**src/rtl/snake_pkg.sv**
```systemverilog
// Shared types and helpers for the snake direction path.
package snake_pkg;

   typedef logic [1:0] dir_t;

   localparam dir_t DIR_R = 2'b00;
   localparam dir_t DIR_U = 2'b01;
   localparam dir_t DIR_D = 2'b10;
   localparam dir_t DIR_L = 2'b11;

   // The encoding puts opposite headings at bitwise complements (R/L, U/D).
   function automatic logic is_opposite(input dir_t a, input dir_t b);
      return &(a ^ b);
   endfunction

endpackage

```
**src/rtl/btn_debounce.sv**
```systemverilog
// One push-button: 2-FF synchroniser, level debouncer and rising-edge pulse.
module btn_debounce #(
   parameter int DEBOUNCE_CYCLES = 4
) (
   input  logic clk,
   input  logic reset,
   input  logic raw,
   output logic press
);

   localparam int CW = (DEBOUNCE_CYCLES > 1) ? $clog2(DEBOUNCE_CYCLES) : 1;
   localparam logic [CW-1:0] CNT_LAST = CW'(DEBOUNCE_CYCLES - 1);

   logic [1:0]    sync_q;
   logic          stable;
   logic          stable_d;
   logic [CW-1:0] cnt;

   // Synchronise, then accept a new level only after it has differed from the
   // stable level for DEBOUNCE_CYCLES consecutive cycles.
   always_ff @(posedge clk) begin
      // NOTE: sequential state uses non-blocking assignments so every flop
      // samples the pre-edge values, independent of statement order.
      if (reset) begin
         sync_q   <= '0;
         stable   <= 1'b0;
         stable_d <= 1'b0;
         cnt      <= '0;
      end else begin
         sync_q   <= {sync_q[0], raw};
         stable_d <= stable;
         if (sync_q[1] == stable) begin
            cnt <= '0;
         end else if (cnt == CNT_LAST) begin
            stable <= sync_q[1];
            cnt    <= '0;
         end else begin
            cnt <= cnt + CW'(1);
         end
      end
   end

   // One-cycle pulse on accepted rising levels only; releases are ignored.
   assign press = stable & ~stable_d;

endmodule

```
**src/rtl/dir_input_queue.sv**
```systemverilog
// Snake direction front end: four debounced buttons feed a filtered circular
// FIFO that the game engine drains one heading per movement tick.
module dir_input_queue
   import snake_pkg::*;
#(
   parameter int   DEBOUNCE_CYCLES = 4,
   parameter int   QUEUE_DEPTH     = 2,
   parameter dir_t RESET_DIR       = DIR_R
) (
   input  logic                             clk,
   input  logic                             reset,
   input  logic                             btn_up,
   input  logic                             btn_down,
   input  logic                             btn_left,
   input  logic                             btn_right,
   input  logic                             tick,
   input  logic                             flush,
   output dir_t                             dir,
   output logic                             dir_chg,
   output logic [$clog2(QUEUE_DEPTH+1)-1:0] q_count,
   output logic                             overflow
);

   localparam int CNTW = $clog2(QUEUE_DEPTH + 1);
   localparam int PW   = (QUEUE_DEPTH > 1) ? $clog2(QUEUE_DEPTH) : 1;
   localparam logic [CNTW-1:0] DEPTH_C  = CNTW'(QUEUE_DEPTH);
   localparam logic [PW-1:0]   PTR_LAST = PW'(QUEUE_DEPTH - 1);

   logic          press_up, press_down, press_left, press_right;
   logic          cand_valid;
   dir_t          cand;
   dir_t          tail;
   logic [PW-1:0] newest;
   logic [PW-1:0] wr_ptr, rd_ptr;
   logic          accept, do_push, do_pop, drop;
   dir_t          mem [QUEUE_DEPTH];

   // Pointers wrap explicitly so non-power-of-two depths work.
   function automatic logic [PW-1:0] ptr_next(input logic [PW-1:0] p);
      return (p == PTR_LAST) ? '0 : p + PW'(1);
   endfunction

   btn_debounce #(.DEBOUNCE_CYCLES(DEBOUNCE_CYCLES)) u_up    (.clk(clk), .reset(reset), .raw(btn_up),    .press(press_up));
   btn_debounce #(.DEBOUNCE_CYCLES(DEBOUNCE_CYCLES)) u_down  (.clk(clk), .reset(reset), .raw(btn_down),  .press(press_down));
   btn_debounce #(.DEBOUNCE_CYCLES(DEBOUNCE_CYCLES)) u_left  (.clk(clk), .reset(reset), .raw(btn_left),  .press(press_left));
   btn_debounce #(.DEBOUNCE_CYCLES(DEBOUNCE_CYCLES)) u_right (.clk(clk), .reset(reset), .raw(btn_right), .press(press_right));

   // Same-cycle presses resolve up > down > left > right; the rest are lost.
   always_comb begin
      // NOTE: every combinational output gets a default first so no path
      // leaves it unassigned and no latch is inferred.
      cand_valid = 1'b1;
      cand       = DIR_R;
      if (press_up)         cand = DIR_U;
      else if (press_down)  cand = DIR_D;
      else if (press_left)  cand = DIR_L;
      else if (press_right) cand = DIR_R;
      else                  cand_valid = 1'b0;
   end

   // Filter against the newest queued heading (or the live heading when the
   // queue is empty), taken before this cycle's pop; flush wins over all.
   always_comb begin
      newest  = (wr_ptr == '0) ? PTR_LAST : wr_ptr - PW'(1);
      tail    = (q_count != '0) ? mem[newest] : dir;
      accept  = cand_valid && (cand != tail) && !is_opposite(cand, tail);
      do_pop  = !flush && tick && (q_count != '0);
      do_push = !flush && accept && ((q_count != DEPTH_C) || do_pop);
      drop    = !flush && accept && (q_count == DEPTH_C) && !do_pop;
   end

   // Queue storage holds data only; occupancy lives in q_count.
   always_ff @(posedge clk) begin
      // NOTE: the storage array is deliberately not reset; q_count==0 after
      // reset makes its contents unobservable, and it maps cleanly to RAM.
      if (do_push) mem[wr_ptr] <= cand;
   end

   // Pointers, occupancy, heading and the one-cycle status pulses.
   always_ff @(posedge clk) begin
      if (reset) begin
         wr_ptr   <= '0;
         rd_ptr   <= '0;
         q_count  <= '0;
         dir      <= RESET_DIR;
         dir_chg  <= 1'b0;
         overflow <= 1'b0;
      end else begin
         dir_chg  <= do_pop;
         overflow <= drop;
         if (flush) begin
            wr_ptr  <= '0;
            rd_ptr  <= '0;
            q_count <= '0;
         end else begin
            if (do_pop) begin
               dir    <= mem[rd_ptr];
               rd_ptr <= ptr_next(rd_ptr);
            end
            if (do_push) wr_ptr <= ptr_next(wr_ptr);
            if (do_push && !do_pop)      q_count <= q_count + CNTW'(1);
            else if (do_pop && !do_push) q_count <= q_count - CNTW'(1);
         end
      end
   end

endmodule

```
**config.mk**
```make
export PLATFORM = sky130hd
export DESIGN_NAME = dir_input_queue
export DESIGN_NICKNAME = d
export VERILOG_FILES = /design/src/rtl/snake_pkg.sv /design/src/rtl/btn_debounce.sv /design/src/rtl/dir_input_queue.sv
export SDC_FILE = /design/constraint.sdc
export NUM_CORES = 1
export LEC_CHECK = 0
export BUFFER_PORTS_ARGS = -buffer_cell sky130_fd_sc_hd__buf_2
export CAP_MARGIN = 5
export CORE_UTILIZATION = 55
export DETAILED_ROUTE_END_ITERATION = 16
export MAX_ROUTING_LAYER = met4
export PLACE_DENSITY = 0.86
export SLEW_MARGIN = 40
export SYNTH_ARGS = -nofsm -noshare
export SYNTH_HDL_FRONTEND = slang
export SYNTH_SLANG_ARGS = --single-unit
```
**constraint.sdc**
```tcl
create_clock -name clk -period 4.1 [get_ports clk]
set_input_delay 0.205 -clock clk [delete_from_list [all_inputs] [get_ports clk]]
set_output_delay 0.205 -clock clk [all_outputs]
set_load 0.02 [all_outputs]
```
Word-level counts from Yosys, hierarchy flattened

Memory sizes are Yosys's and may differ from the RTL's. A register that Yosys moved wholly into a read port is not among the register bits.
Cells that the tools add are included.

Register bits: 30
RAM bits: 4
Word-level logic and storage cells: 99
Memories kept: 1

Memory list:

| name | words | bits a word | read ports | clocked after Yosys merged registers in | wr ports | RTL line              | text |
|---|---|---|---|---|---|---|---|
| mem  | 2     | 2           | 2          | 1                                       | 1        | dir_input_queue.sv:36 | `dir_t mem [QUEUE_DEPTH];` |

Add/subtract/negate cells: 9
Eq/ne operators: 11
Multiplexer cells: 15
Bitwise operators: 14
Reduce and logical (&&, ||, !) cells: 28

Operators with widths:

| cell                                             | count |
|---|---|
| two-way mux 2 bit                                | 6 |
| AND reduction 2 bit                              | 6 |
| OR reduction 3 bit                               | 4 |
| adder 2 x 1 -> 2 bit, second input constant      | 5 |
| == test 2 bit, second input constant             | 5 |
| logical AND 1 bit                                | 10 |
| two-way mux 1 bit                                | 9 |
| NOT 1 bit                                        | 9 |
| AND 1 bit                                        | 4 |
| == test 1 bit                                    | 4 |
| logical NOT 1 bit                                | 4 |
| nonzero test 2 bit                               | 2 |
| adder 1 bit, second input constant               | 2 |
| inequality test 2 bit                            | 1 |
| inequality test 2 bit, second input constant     | 1 |
| OR reduction 2 bit                               | 1 |
| subtractor 2 x 1 -> 2 bit, second input constant | 1 |
| bitwise XOR 2 bit                                | 1 |
| logical OR 1 bit                                 | 1 |
| subtractor 1 bit, second input constant          | 1 |

Depth between registers and ports, before layout

Word-level depth: 15
Depth in mapped cells: 8
Mapped depth without buffers: 8

Hierarchy

Synthesis repeated with hierarchy kept, for this count alone.

Cell total of the unflattened synthesis: 119
Area total of the unflattened synthesis: 1,393.8 um2

Modules (own cells, without submodules):

| module          | instances | cells an instance | area an instance (um2) | sequential area each (um2) |
|---|---|---|---|---|
| btn_debounce    | 4         | 16                | 201.4                  | 120.1 |
| dir_input_queue | 1         | 55                | 588.1                  | 280.3 |

Worst setup path before layout

No wires, ideal clock.

Path kind: reg-to-reg
From: register wr_ptr
To: register q_count[1]
Library setup time: 70 ps
Arrival: 2,199 ps
Data required time: 4,030 ps
Slack: 1,832 ps
Stages on the path, launching flop included: 8
Path buffers: 0
Clock period less this slack: 2,268 ps
Path through: dfxtp_1 mux2_1 mux2_2 xnor3_2 nor2_2 ha_1 or3_1 a21oi_1

Cells in the longest elaborated chain, start to end: 13
Elaborated cells on any way between the ends: 17
Classes of those cells: add/sub (1); eq/ne (1); mux (3); bitwise (1); reduce/logical (10); memory (1)

RTL lines:

| element                             | RTL line               | text |
|---|---|---|
| from (decl)                         | dir_input_queue.sv:34  | `logic [PW-1:0] wr_ptr, rd_ptr;` |
| from (signal assigned)              | dir_input_queue.sv:100 | `if (do_push) wr_ptr <= ptr_next(wr_ptr);` |
| subtractor 1 bit                    | dir_input_queue.sv:64  | `newest = (wr_ptr == '0) ? PTR_LAST : wr_ptr - PW'(1);` |
| two-way mux 1 bit *                 | dir_input_queue.sv:64  |  |
| memory read (2 x 2 bit) *           | -                      |  |
| two-way mux 2 bit *                 | dir_input_queue.sv:65  | `tail = (q_count != '0) ? mem[newest] : dir;` |
| bitwise XOR 2 bit                   | snake_pkg.sv:13        | `return &(a ^ b);` |
| AND reduction 2 bit                 | snake_pkg.sv:13        |  |
| logical NOT 1 bit                   | dir_input_queue.sv:66  | `accept = cand_valid && (cand != tail) && !is_opposite(cand, tail);` |
| logical AND 1 bit *                 | dir_input_queue.sv:66  |  |
| logical AND 1 bit * (2 in a row)    | dir_input_queue.sv:68  | `do_push = !flush && accept && ((q_count != DEPTH_C) \|\| do_pop);` |
| logical NOT 1 bit                   | dir_input_queue.sv:102 | `else if (do_pop && !do_push) q_count <= q_count - CNTW'(1);` |
| logical AND 1 bit                   | dir_input_queue.sv:102 |  |
| nonzero test 2 bit (no source line) | -                      |  |
| to (signal assigned)                | dir_input_queue.sv:101 | `if (do_push && !do_pop) q_count <= q_count + CNTW'(1);` |
| to (signal assigned)                | dir_input_queue.sv:102 |  |
| to (decl)                           | dir_input_queue.sv:20  | `output logic [$clog2(QUEUE_DEPTH+1)-1:0] q_count,` |

Mark *: on every way between the ends. The rest lies on a longest branch, timed or not.
A chain may end at the register's enable or synchronous reset.

Final worst setup path

Same ends and word-level chain as after synthesis.

==> summary.md <==
| Metric | Value |
|---|---|
| Detail Route Antenna Nets | `0` |
| Number of enable flip-flop cells after synthesis | `4` |
| Gate count of the mapped netlist | `roughly 130` |
| Pin count of the biggest net entering global routing | `25` |
| Mapped Area | `roughly 0.0014 mm^2` |
| Worst hold path depth | `2` |
| Wirelength, routed | `between 2 and 2.5 mm` |
| R2R depth | `7` |
| P per Cell Area | `about 370 mW/mm^2` |
| Largest area contributor in the netlist | `dfxtp_1` |
| Fraction of layout cells with a size suffix above 1 | `18.1%` |
| Final period utilization | `58.9%` |
| Vias in the first global route | `between 800 and 900` |
| Most flops, register | `mem` |
| Setup slack, reg-to-reg | `around 1.7 ns` |
| Root buffer cell | `clkbuf_4` |
| Row cnt | `17` |
| Count of final max-slew check failures | `0` |
| Post-synth top area share | `46.3%` |
| Clock skew | `between 0.007 and 0.008 ns` |
| CTS H-tree depth | `2` |
| Post-CTS Resized | `0` |
| Hold Path Class | `input port to flop` |
| Die Height | `~52 um` |
| Hold wc startpoint | `btn_up` |
| Hold Path Sink | `u_up.sync_q[0]$_SDFF_PP0_` |
| Register area | `approximately 760 um^2` |
| Max reg flops | `4` |
| Static Leak | `between 0.6 and 0.7 nW` |
| Max_cap viols | `0` |
| Antenna diodes | `0` |
| Vias per cell | `about 5` |
| Register area share after synthesis | `between 50% and 60%` |
| Vias post-DR | `approximately 900` |
| Yosys Warn Count | `0` |
| I/O pins | `14` |
| Count leader, synth | `dfxtp_1` |
| Slowest CP cell | `dfxtp_1` |
| Clk Latency, worst-skew pair | `0.33 ns` |
| Run status | `finished, final reports clean` |
| Predominant post-synthesis flop cell | `dfxtp_1` |
| Input/output buffers | `13` |
| CTS tree | `done` |
| Drt wl/cell | `approximately 12 um` |
| FF+latch count, synth | `36` |
| R2r endpoint | `q_count[1]$_SDFFE_PP0P_` |
| Fillers | `179` |
| DR DRC count | `0` |
| Critical path class | `flop to flop` |
| Postcts setup bufs | `0` |
| Critical Path End Type | `flop` |
| Placed Cells | `~170` |
| Syn nets | `approximately 140` |
| Pre-antenna DRT Iters | `4` |
| Peak per-stage delay on the critical path | `between 0.4 and 0.5 ns` |
| Final setup vio count | `0` |
| Die width | `52.2 um` |
| Final GP Congestion | `~0.83` |
| Hold slack | `between 0.07 and 0.08 ns` |
| Clock sinks | `36` |
| Data required time of the worst path | `4.37 ns` |
| Area Overhead vs Synth | `10.9%` |
| Max rail drop VDD | `0.310 mV` |
| Synth top cells by count | `32 x dfxtp_1, 25 x nor2_1, 13 x nor2b_1, 7 x inv_1, 7 x mux2i_1` |
| Area of the multi-input gates | `587 um^2` |
| Reg2reg start | `wr_ptr$_SDFFE_PP0N_` |
| Final nets | `161` |
| Non-filler cells, final | `roughly 180` |
| Die Footprint | `0.00272 mm^2` |
| CP Launch Type | `flop` |
| Cell variety after synth | `30` |
| Initial antenna violation count | `0` |
| GRT Total Usage | `between 10% and 20%` |
| CTS max path bufs | `2` |
| Total gr overflow | `0` |
| Worst-path clk slew | `around 0.11 ns` |
| Ranking of synthesized cells by area | `dfxtp_1 46%, edfxtp_1 8.7%, nor2_1 6.8%` |
| Total core area | `between 0.002 and 0.0025 mm^2` |
| Final Hold Viols | `0` |
| Rel. slew slack | `64.5%` |
| Hpwl dp | `approximately 1.5 mm` |
| CTS buffer count | `5` |
| Global-route wire length before repair | `between 3 and 4 mm` |
| First-iteration detailed-routing DRC count | `6` |
| Crit-path cells | `mux2_1 -> mux2_2 -> xnor3_2 -> nor2_2 -> ha_1 -> or3_1 -> a21oi_1` |
| Fmax | `414 MHz` |
| Final TNS setup | `0 ns` |
| CP max FO | `5` |
| Synth Area per Inst | `~11 um^2` |
| Crit path time final | `about 2.4 ns` |
| Synth async-reset ratio | `0%` |
| Hold_buf cts | `0` |
| Arrival @ worst endpoint | `roughly 2.7 ns` |
| Actual slew at the worst max-slew pin | `0.519 ns` |
| RSZ-0062 raised after global routing | `no` |
| Initial Utilization | `roughly 60%` |
[how the worst max path moves through the flow]
stage                     slack (ns)                start                       to
after global routing            1.62  wr_ptr$_SDFFE_PP0N_  q_count[1]$_SDFFE_PP0P_
after global placement          1.78  wr_ptr$_SDFFE_PP0N_  q_count[1]$_SDFFE_PP0P_
after detailed placement        1.70  wr_ptr$_SDFFE_PP0N_  q_count[1]$_SDFFE_PP0P_
after CTS                       1.68  wr_ptr$_SDFFE_PP0N_  q_count[1]$_SDFFE_PP0P_
final                           1.68  wr_ptr$_SDFFE_PP0N_  q_count[1]$_SDFFE_PP0P_
after floorplan                 1.83  wr_ptr$_SDFFE_PP0N_  q_count[1]$_SDFFE_PP0P_
[per-layer routing]
metal / vias up / share of wire [%] / global-route usage (%)
met5: - / 0 / -
li1: 463 / - / -
met2: 12 / 50 / 29.9
met4: 0 / 0.73 / 7.89
met1: 398 / 46 / 20.6
met3: 2 / 3.0 / 8.70
[final cells by class]
cell class | count | area share, %
clock inverter | 1 | 0.489
timing repair buffer | 13 | 4.23
inverter | 7 | 1.71
multi-input combinational | 85 | 38.2
tap | 28 | 2.28
clock buffer | 7 | 3.58
sequential | 36 | 49.5
[power by group]
part | total, W | internal (W) | leakage [nW] | switching [W]
clock network | 0.000193 | 0.0000839 | 0.0315 | 0.000109
logic | 0.0000149 | 0.00000696 | 0.293 | 0.00000793
registers | 0.000362 | 0.000360 | 0.297 | 0.00000210
total | 0.000570 | 0.000451 | 0.622 | 0.000119
[worst max-delay path, delay by kind of cell, from the launching register on]
family | cells | cell delay [ns]
mux | 2 | 0.60
simple gates | 2 | 0.51
flops | 1 | 0.43
xor+xnor | 1 | 0.40
fa+ha+maj | 1 | 0.28
compound gates | 1 | 0.14
[cell families after synthesis]
group	Yosys count	synth area share [%]
AO/OA/AOI/OAI	7	3.34
XOR/XNOR	8	6.14
adder cells (fa/ha/maj)	5	4.52
buffers and inverters	10	2.71
flip-flops	36	54.9
multiplexers	11	8.58
AND/OR/NAND/NOR	54	19.8
[through the flow]
| step | utilization, % | power (W) | instance area, um^2 | worst slack (ns) |
|---|---|---|---|---|
| finish | 66.9 | 0.000570 | 1540 | 1.68 |
| global route | 66.9 | 0.000597 | 1540 | 1.62 |
| CTS | 66.9 | 0.000576 | 1540 | 1.68 |
| detailed placement | 64.2 | 0.000385 | 1470 | 1.70 |
| global placement | 64.2 | 0.000384 | 1470 | 1.78 |
| floorplan | - | 0.000379 | 1390 | 1.83 |
[cell usage in the layout, fill, tap and decap left out, types with 4 or more instances in the layout]
cell type,instances
mux2i_1,7
or3_1,5
edfxtp_1,4
nor2_1,25
ha_1,5
dfxtp_1,32
buf_2,13
xnor2_1,4
nor2b_1,13
inv_1,7
clkbuf_4,5
Note: power is estimated with default switching activity, not from simulation.
